File: src/rtl/fft_agu_pkg.sv
// fft_agu_pkg: shared definitions for the parametrised FFT address-generation unit.
//  - parameter limits for LOG2N / PIPE_LAT
//  - FSM state encoding (IDLE/RUN/DRAIN/DONE)
//  - rotl(): rotate-left within an n-bit field
//  - tw_mask(): twiddle index mask for a given stage
package fft_agu_pkg;

    localparam int unsigned LOG2N_MIN    = 2;
    localparam int unsigned LOG2N_MAX    = 12;
    localparam int unsigned PIPE_LAT_MIN = 1;
    localparam int unsigned PIPE_LAT_MAX = 15;

    localparam int unsigned STATE_W = 2;
    localparam logic [1:0] ST_IDLE  = 2'd0;
    localparam logic [1:0] ST_RUN   = 2'd1;
    localparam logic [1:0] ST_DRAIN = 2'd2;
    localparam logic [1:0] ST_DONE  = 2'd3;

    // Containers sized for the largest legal transform; callers truncate.
    typedef logic [LOG2N_MAX-1:0] agu_addr_t;
    typedef logic [LOG2N_MAX-2:0] agu_tw_t;

    // Low n bits set.
    function automatic agu_addr_t field_mask(input int unsigned n);
        return agu_addr_t'((64'(1) << n) - 64'(1));
    endfunction

    // Rotate x left by sh positions inside an n-bit field (sh < n).
    function automatic agu_addr_t rotl(input agu_addr_t x, input int unsigned sh,
                                       input int unsigned n);
        agu_addr_t m;
        agu_addr_t r;
        m = field_mask(n);
        r = x & m;
        for (int unsigned k = 0; k < LOG2N_MAX; k++) begin
            if (k < sh) begin
                r = ((r << 1) | (r >> (n - 1))) & m;
            end
        end
        return r;
    endfunction

    // The s most-significant bits of an (n-1)-bit twiddle index; stage 0 gives zero.
    function automatic agu_tw_t tw_mask(input int unsigned s, input int unsigned n);
        logic [63:0] full;
        logic [63:0] low;
        full = (64'(1) << (n - 1)) - 64'(1);
        low  = (64'(1) << (n - 1 - s)) - 64'(1);
        return agu_tw_t'(full & ~low);
    endfunction

endpackage

File: src/rtl/fft_agu_delay_line.sv
// fft_agu_delay_line: DEPTH-stage shift register with shift enable and async clear.
//  Ports: clk, rst_n (async active-low clear), en (shift), d [W-1:0] in, q [W-1:0] out.
//  q equals d from DEPTH enabled edges earlier.
module fft_agu_delay_line
    import fft_agu_pkg::*;
#(
    parameter int unsigned W     = 8,
    parameter int unsigned DEPTH = 4
) (
    input  logic         clk,
    input  logic         rst_n,
    input  logic         en,
    input  logic [W-1:0] d,
    output logic [W-1:0] q
);

    logic [DEPTH*W-1:0] sr_q;
    logic [DEPTH*W-1:0] sr_d;
    logic [DEPTH*W-1:0] shifted;

    // New sample enters the low slot; the oldest sits in the top slot.
    if (DEPTH == 1) begin : g_one
        assign shifted = d;
    end else begin : g_many
        assign shifted = {sr_q[(DEPTH-1)*W-1:0], d};
    end

    always_comb begin
        sr_d = sr_q;
        if (en) begin
            sr_d = shifted;
        end
    end

    always_ff @(posedge clk or negedge rst_n) begin
        if (!rst_n) begin
            sr_q <= '0;
        end else begin
            sr_q <= sr_d;
        end
    end

    assign q = sr_q[DEPTH*W-1 -: W];

endmodule

File: src/rtl/fft_agu_param.sv
// fft_agu_param: address-generation unit for an in-place radix-2 DIT FFT.
//  Walks LOG2N stages of N/2 butterflies, issuing read addresses, twiddle
//  index and bank select, then the matching write addresses PIPE_LAT cycles
//  later. A drain gap after each stage keeps stage s+1 reads behind stage s
//  writes.
//  Ports:
//   clk, rst_n             clock, async active-low reset
//   start_fft              start request (only honoured while idle)
//   stall                  present only with FFT_AGU_STALL_EN; freezes sequencing
//   busy                   accept through the fft_done cycle
//   rd_valid, rd_a_addr, rd_b_addr, twiddle_addr, rd_bank   read issue
//   wr_en, wr_a_addr, wr_b_addr, wr_bank                    delayed write issue
//   fft_done               one-cycle completion pulse
//  Build option: define FFT_AGU_STALL_EN to add the stall input.
module fft_agu_param
    import fft_agu_pkg::*;
#(
    parameter int unsigned LOG2N    = 5,
    parameter int unsigned PIPE_LAT = 4
) (
    input  logic             clk,
    input  logic             rst_n,
    input  logic             start_fft,
`ifdef FFT_AGU_STALL_EN
    input  logic             stall,
`endif
    output logic             busy,
    output logic             rd_valid,
    output logic [LOG2N-1:0] rd_a_addr,
    output logic [LOG2N-1:0] rd_b_addr,
    output logic [LOG2N-2:0] twiddle_addr,
    output logic             rd_bank,
    output logic             wr_en,
    output logic [LOG2N-1:0] wr_a_addr,
    output logic [LOG2N-1:0] wr_b_addr,
    output logic             wr_bank,
    output logic             fft_done
);

    localparam int unsigned AW     = LOG2N;
    localparam int unsigned J_W    = LOG2N - 1;
    localparam int unsigned S_W    = 4;
    localparam int unsigned DRN_W  = 4;
    localparam int unsigned N_HALF = 2 ** (LOG2N - 1);
    localparam int unsigned DL_W   = 2 * AW + 2;

    localparam logic [J_W-1:0]   J_LAST   = J_W'(N_HALF - 1);
    localparam logic [S_W-1:0]   S_LAST   = S_W'(LOG2N - 1);
    localparam logic [DRN_W-1:0] DRN_LAST = DRN_W'(PIPE_LAT - 1);

    if (LOG2N < LOG2N_MIN || LOG2N > LOG2N_MAX ||
        PIPE_LAT < PIPE_LAT_MIN || PIPE_LAT > PIPE_LAT_MAX) begin : g_bad_cfg
        $error("fft_agu_param: LOG2N or PIPE_LAT out of range");
    end

    logic stall_i;
`ifdef FFT_AGU_STALL_EN
    assign stall_i = stall;
`else
    assign stall_i = 1'b0;
`endif

    logic [STATE_W-1:0] state_q, state_d;
    logic [S_W-1:0]     s_q, s_d;
    logic [J_W-1:0]     j_q, j_d;
    logic [DRN_W-1:0]   drn_q, drn_d;

    logic               rd_valid_q, rd_valid_d;
    logic [AW-1:0]      rd_a_q, rd_a_d;
    logic [AW-1:0]      rd_b_q, rd_b_d;
    logic [J_W-1:0]     tw_q, tw_d;
    logic               rd_bank_q, rd_bank_d;
    logic               busy_q, busy_d;
    logic               done_q, done_d;

    logic [DL_W-1:0]    dl_in;
    logic [DL_W-1:0]    dl_out;
    logic               wr_valid_raw;

    // Sequencer and registered read issue; everything holds while stalled.
    always_comb begin
        state_d    = state_q;
        s_d        = s_q;
        j_d        = j_q;
        drn_d      = drn_q;
        rd_valid_d = rd_valid_q;
        rd_a_d     = rd_a_q;
        rd_b_d     = rd_b_q;
        tw_d       = tw_q;
        rd_bank_d  = rd_bank_q;
        busy_d     = busy_q;
        done_d     = done_q;

        if (!stall_i) begin
            rd_valid_d = 1'b0;
            case (state_q)
                ST_IDLE: begin
                    if (start_fft) begin
                        state_d = ST_RUN;
                        s_d     = '0;
                        j_d     = '0;
                        drn_d   = '0;
                    end
                end
                ST_RUN: begin
                    rd_valid_d = 1'b1;
                    rd_a_d     = AW'(rotl(agu_addr_t'({j_q, 1'b0}), 32'(s_q), LOG2N));
                    rd_b_d     = AW'(rotl(agu_addr_t'({j_q, 1'b1}), 32'(s_q), LOG2N));
                    tw_d       = j_q & J_W'(tw_mask(32'(s_q), LOG2N));
                    rd_bank_d  = s_q[0];
                    if (j_q == J_LAST) begin
                        state_d = ST_DRAIN;
                        j_d     = '0;
                        drn_d   = '0;
                    end else begin
                        j_d = j_q + J_W'(1);
                    end
                end
                ST_DRAIN: begin
                    // Wait out the write pipeline before the next stage reads.
                    if (drn_q == DRN_LAST) begin
                        drn_d = '0;
                        if (s_q == S_LAST) begin
                            state_d = ST_DONE;
                        end else begin
                            s_d     = s_q + S_W'(1);
                            state_d = ST_RUN;
                        end
                    end else begin
                        drn_d = drn_q + DRN_W'(1);
                    end
                end
                ST_DONE: begin
                    state_d = ST_IDLE;
                end
                default: begin
                    state_d = ST_IDLE;
                end
            endcase
            // busy spans the cycle in which fft_done is presented.
            busy_d = (state_d != ST_IDLE) || (state_q == ST_DONE);
            done_d = (state_q == ST_DONE);
        end
    end

    always_ff @(posedge clk or negedge rst_n) begin
        if (!rst_n) begin
            state_q    <= ST_IDLE;
            s_q        <= '0;
            j_q        <= '0;
            drn_q      <= '0;
            rd_valid_q <= 1'b0;
            rd_a_q     <= '0;
            rd_b_q     <= '0;
            tw_q       <= '0;
            rd_bank_q  <= 1'b0;
            busy_q     <= 1'b0;
            done_q     <= 1'b0;
        end else begin
            state_q    <= state_d;
            s_q        <= s_d;
            j_q        <= j_d;
            drn_q      <= drn_d;
            rd_valid_q <= rd_valid_d;
            rd_a_q     <= rd_a_d;
            rd_b_q     <= rd_b_d;
            tw_q       <= tw_d;
            rd_bank_q  <= rd_bank_d;
            busy_q     <= busy_d;
            done_q     <= done_d;
        end
    end

    // Write side is a pure delay of the read issue; write bank is the other bank.
    assign dl_in = {rd_valid_q, rd_a_q, rd_b_q, ~rd_bank_q};

    fft_agu_delay_line #(
        .W     (DL_W),
        .DEPTH (PIPE_LAT)
    ) u_delay (
        .clk   (clk),
        .rst_n (rst_n),
        .en    (!stall_i),
        .d     (dl_in),
        .q     (dl_out)
    );

    assign {wr_valid_raw, wr_a_addr, wr_b_addr, wr_bank} = dl_out;

    // Held entries are hidden while stalled so each one is seen exactly once.
    assign rd_valid     = rd_valid_q & ~stall_i;
    assign wr_en        = wr_valid_raw & ~stall_i;
    assign fft_done     = done_q & ~stall_i;
    assign busy         = busy_q;
    assign rd_a_addr    = rd_a_q;
    assign rd_b_addr    = rd_b_q;
    assign twiddle_addr = tw_q;
    assign rd_bank      = rd_bank_q;

endmodule

File: config.mk
export PLATFORM = sky130hd
export DESIGN_NAME = fft_agu_param
export DESIGN_NICKNAME = d
export VERILOG_FILES = /design/src/rtl/fft_agu_pkg.sv /design/src/rtl/fft_agu_delay_line.sv /design/src/rtl/fft_agu_param.sv
export SDC_FILE = /design/constraint.sdc
export NUM_CORES = 1
export LEC_CHECK = 0
export CAP_MARGIN = 20
export CORE_AREA = 2 2 108 110
export DETAILED_ROUTE_END_ITERATION = 16
export DIE_AREA = 0 0 110 112
export GPL_ROUTABILITY_DRIVEN = 0
export PLACE_DENSITY = 0.71
export SLEW_MARGIN = 20
export SYNTH_ARGS = -nofsm -noshare
export SYNTH_HDL_FRONTEND = slang
export SYNTH_HIERARCHICAL = 1
export SYNTH_SLANG_ARGS = --single-unit
export TNS_END_PERCENT = 30
File: constraint.sdc
create_clock -name clk -period 7.1 [get_ports clk]
set_input_delay 2.13 -clock clk [delete_from_list [all_inputs] [get_ports clk]]
set_output_delay 2.13 -clock clk [all_outputs]
set_load 0.02 [all_outputs]
Yosys cells after proc, flatten, opt, wreduce, memory -nomap -nowiden
Cells that the tools add are included.
{ "word_totals": {"reg_bits": 80, "inputBits": 3, "out_inout_bits": 30, "elab_cells": 137} }
{ "classes": {"addsub": 5, "order_cmp": 12, "n_eq_ne": 10, "shift": 1, "mux": 61, "bitwise_logic": 27, "n_reduce_logical": 9} }
{ "op_table": {"columns": ["cell", "n"], "rows": [
  ["$mux 9", 42],
  ["$or 5x5->5", 22],
  ["$shl 1x32->4 const A", 1],
  ["$mux 4", 6],
  ["$mux 5", 4],
  ["$lt 3x4->1 const A", 4],
  ["$lt 4x4->1 const A", 4],
  ["$pmux 4 s2", 2],
  ["$add 4x1->4 const B", 3],
  ["$pmux 4 s3", 1],
  ["$or 5x1->5", 2],
  ["$lt 1x4->1 const A", 2],
  ["$lt 2x4->1 const A", 2],
  ["$mux 2", 4],
  ["$ne 2x2->1 const B", 4],
  ["$pmux 2 s4", 1],
  ["$reduce_bool 2->1", 3],
  ["$sub 3x4->5 const A", 1],
  ["$and 4x4->4", 1],
  ["$eq 2x2->1 const B", 2],
  ["$eq 4x2->1 const B", 1],
  ["$eq 4x3->1 const B", 1],
  ["$eq 4x4->1 const B", 1],
  ["$not 4->4", 1],
  ["10 further kinds", 10]
]} }

Logic depth before layout (Yosys ltp)
{ "depth": {"depth_word": 35, "mapped_depth": 11, "ltp_nobuf": 10} }

By module
Netlist, hierarchy kept.
{ "modules_own_cells": {"columns": ["mod", "instances", "cells_per_inst", "area_each_um2", "seq_area_each_um2"], "rows": [
  ["fft_agu_param", 1, 379, 2959.1, 800.8],
  ["fft_agu_delay_line", 1, 113, 1950.6, 1201.2]
]} }

Least setup slack after synthesis
No wires, ideal clock.
{ "synth_path": {"path_type": "input-to-reg", "start": "input port start_fft", "end": "register drn_q[3]", "setup_ps": 83, "t_arrival_ps": 2712, "required_ps": 7017, "slack_ps": 4306, "path_stages": 4, "n_path_buf": 0, "cell_sequence": "o21bai_1 -> o21a_1 -> o21ai_0 -> o21ai_0"} }
{ "synth_between": {"elab_chain_cells": 2} }
{ "synth_rtl": {"columns": ["element", "line_no", "source"], "rows": [
  ["start: declaration", "fft_agu_param.sv:23", "input logic start_fft,"],
  ["$ne 2x2->1 (no source line)", null, null],
  ["$reduce_and 3->1 (no source line)", null, null],
  ["end signal: assignment", "fft_agu_param.sv:163", "drn_q <= drn_d;"],
  ["end: declaration", "fft_agu_param.sv:66", "logic [DRN_W-1:0] drn_q, drn_d;"]
]} }
No other way between the ends.
A chain may end at the register's enable or synchronous reset.

Worst setup path in the final report
{ "layout_path": {"start": "register rd_a_q[1] (netlist: rd_a_addr[1])", "end": "output port rd_a_addr[1]"} }
{ "layout_lines": {"columns": ["element", "line_no", "source"], "rows": [
  ["start: declaration", "fft_agu_param.sv:69", "logic [AW-1:0] rd_a_q, rd_a_d;"],
  ["start signal: assignment", "fft_agu_param.sv:165", "rd_a_q <= rd_a_d;"],
  ["end: declaration", "fft_agu_param.sv:29", "output logic [LOG2N-1:0] rd_a_addr,"]
]} }
No word-level cell between the ends.

==> out/metrics.cfg <==
[cts]
postCtsSetupBuffers=0
root_buffer=clkbuf_16
cts_resized=0
htreeDepth=3
clkLatencyLatePin_ns=0.33
clk_pin_slew_ns=0.06
ctsHoldBuffers=0
clkSinkCount=80
cts_buffers=9
tritoncts=done
clock_path_buffers=2

[critical_path]
path_delay_family=buffers and inverters
cp-end-kind=output pin
crit_buf_inv=1
critPathLaunch=rd_a_addr[1]
reg2reg_to=rd_a_addr[0]
slowest_stage=clkdlybuf4s50_1
regToRegSetupSlack_ns=3.83
worst-path-stages=1
max_stage_delay_ns=0.64
ff2ff_path_depth=10
crit_arrival_ns=1.37
path_cells=clkdlybuf4s50_1
critPathKind=reg2out
r2r-start=s_q[1]
worstSetupStartpointType=register
worstPathMaxFanout=3
worstPathRequired_ns=4.97
setup.worst_path.end=rd_a_addr[1]

[detailed_routing]
drcViolationCount=0
routedWlPerCell_um=17.94
drt_pass1_iterations=5
vias=3804
via_per_inst=6.067
ant_nets=0
drtIter0Drc=451
wirelength_um=11250

[floorplanning]
core_area_um2=11170
std_cell_rows=39
io_pins=33
die-area_um2=12320
die_y_um=112
initial_utilization_pct=43.94
die_w_um=110

[sta]
fin_tns_setup_ns=0
grt_setup_unrepaired=false
setup_viol=0
slew_viol_final=0
min_period_over_period_pct=49.23
max_freq_mhz=286.1
fin_worst_skew_ns=0.003431
finalHoldViolCount=0
slew_headroom_pct=29.55
max_slew.worst_pin.slew_ns=1.057
final.min_clock_period_ns=3.495

[cells_and_area]
final_cell_mix=dfrtp_1, nand2_1, mux2_2, clkdlybuf4s50_1, o21ai_0
diodes=0
design_area_um2=5333
drive_above_1_share_pct=17.77
fin_cells=627
final_common_cell=dfrtp_1
nets=488
syn2layout_area_growth_pct=8.614
fin_util_pct=47.72

[logic_synthesis]
synth.top_cell.area_share_pct=40.77
synth-seq-cells=80
synth_area_per_cell_um2=9.979
synth.cell_area_um2=4910
synth_async_sr_flop_share_pct=100.0
yosysSeqAreaShare_pct=40.77
ys.warnings.count=6
synth_cells=492
yosysTopAreaCell=dfrtp_1
synthDistinctLibCells=75
synth_area_leaders=dfrtp_1, mux2_2, mux2_4
synth_flop_cell=dfrtp_1
synth_edf_count=0

[global_route]
grtUsageTotal_pct=19.42
antenna_found_initial=0
overflow=0
grt_max_degree=81
grt_first_pass_wirelength_um=19050
grt_pass1_vias=3736

[job]
maxCapViolCount=0

[power_and_ir_drop]
leakage_nw=2.155
power_density_nw_per_um2=357.5
ir_worst_vdd_uv=259.3

[placed_design]
dp_hpwl_um=7842
placed_cell_area_um2=5044
port_buffers=32
dp.cells=611

[run_status]
outcome=finished clean

[worst_hold_path]
min_path_type=reg2reg

cell usage after synthesis (all sizes together), types with 3 or more instances:
cell	count
o31ai	4
nor2b	4
a32oi	3
nand3	16
o311ai	8
a221oi	3
nor3	5
a22o	8
xnor2	3
or3b	3
nand4	4
a21oi	26
dfrtp	80
o21ai	36
a211oi	3
mux2	52
a311oi	4
a31oi	10
ha	6
nor2	24
o211ai	9
nand2	49
o22ai	3
nand2b	9
buf	47
mux2i	6
clkbuf	15
inv	12
registers in the layout (all words and copies together) (netlist names):
signal,flops
fft_done,1
s_q,4
j_q,4
u_delay/sr_q,48
busy,1
twiddle_addr,4
rd_b_addr,5
drn_q,4
rd_valid,1
rd_bank,1
rd_a_addr,5
state_q,2
worst min-delay path, stage by stage, from the launching register on:
cell and delay (ns):
dfrtp_1 0.34, nand2_1 0.05, nand2_1 0.05
through the flow:
stage	hold slack, ns	setup slack [ns]	power [mW]
3_3_place_gp	0.4591	3.742	1.445
5_1_grt	0.5159	3.548	2.019
6_report	0.4713	3.605	1.906
2_1_floorplan	0.4661	4.306	1.300
4_1_cts	0.4805	3.580	1.914
3_5_place_dp	0.4675	3.665	1.474
worst min-delay path by stage:
| stage | from | slack, ns | cells after the start | end |
|---|---|---|---|---|
| 3_3_place_gp | twiddle_addr[1] | 0.46 | 2 | twiddle_addr[1] |
| 4_1_cts | twiddle_addr[1] | 0.48 | 2 | twiddle_addr[1] |
| 5_1_grt | u_delay/sr_q[31] | 0.52 | 1 | u_delay/sr_q[43] |
| 3_5_place_dp | twiddle_addr[1] | 0.47 | 2 | twiddle_addr[1] |
| 6_report | twiddle_addr[1] | 0.47 | 2 | twiddle_addr[1] |
| 2_1_floorplan | drn_q[3] | 0.47 | 1 | drn_q[3] |
kinds of logic after synthesis:
logic type	after synthesis	synth area share [%]
compound gates	143	20.57
simple gates	125	12.41
flops	80	40.77
buf+inv	74	9.072
mux	58	14.68
fa+ha+maj	6	1.529
xor+xnor	5	0.8921
other cells	1	0.07638
metal layers:
layer	vias to the layer above	wire length, um	track usage (%)	part of all wire [%]
li1	1753	-	-	-
met1	1849	4822	25.63	43
met2	169	5443	31.41	48
met3	33	750	4.508	6.7
met4	0	229	5.992	2.0
met5	-	0	0	0
report_power, final:
group	internal [mW]	total (mW)	switching, mW
combinational	0.349	0.712	0.364
sequential	0.611	0.762	0.151
clock	0.258	0.432	0.174
total	1.22	1.91	0.688
final cells by class:
cell class	count	area [um^2]
Fill cell	1032	5842
Multi-Input combinational cell	340	2470
Sequential cell	80	2002
Timing Repair Buffer	36	351.6
Clock buffer	13	260.3
Tap cell	143	178.9
Inverter	12	45.04
Clock inverter	3	25.02
Note: power is estimated with default switching activity, not from simulation.
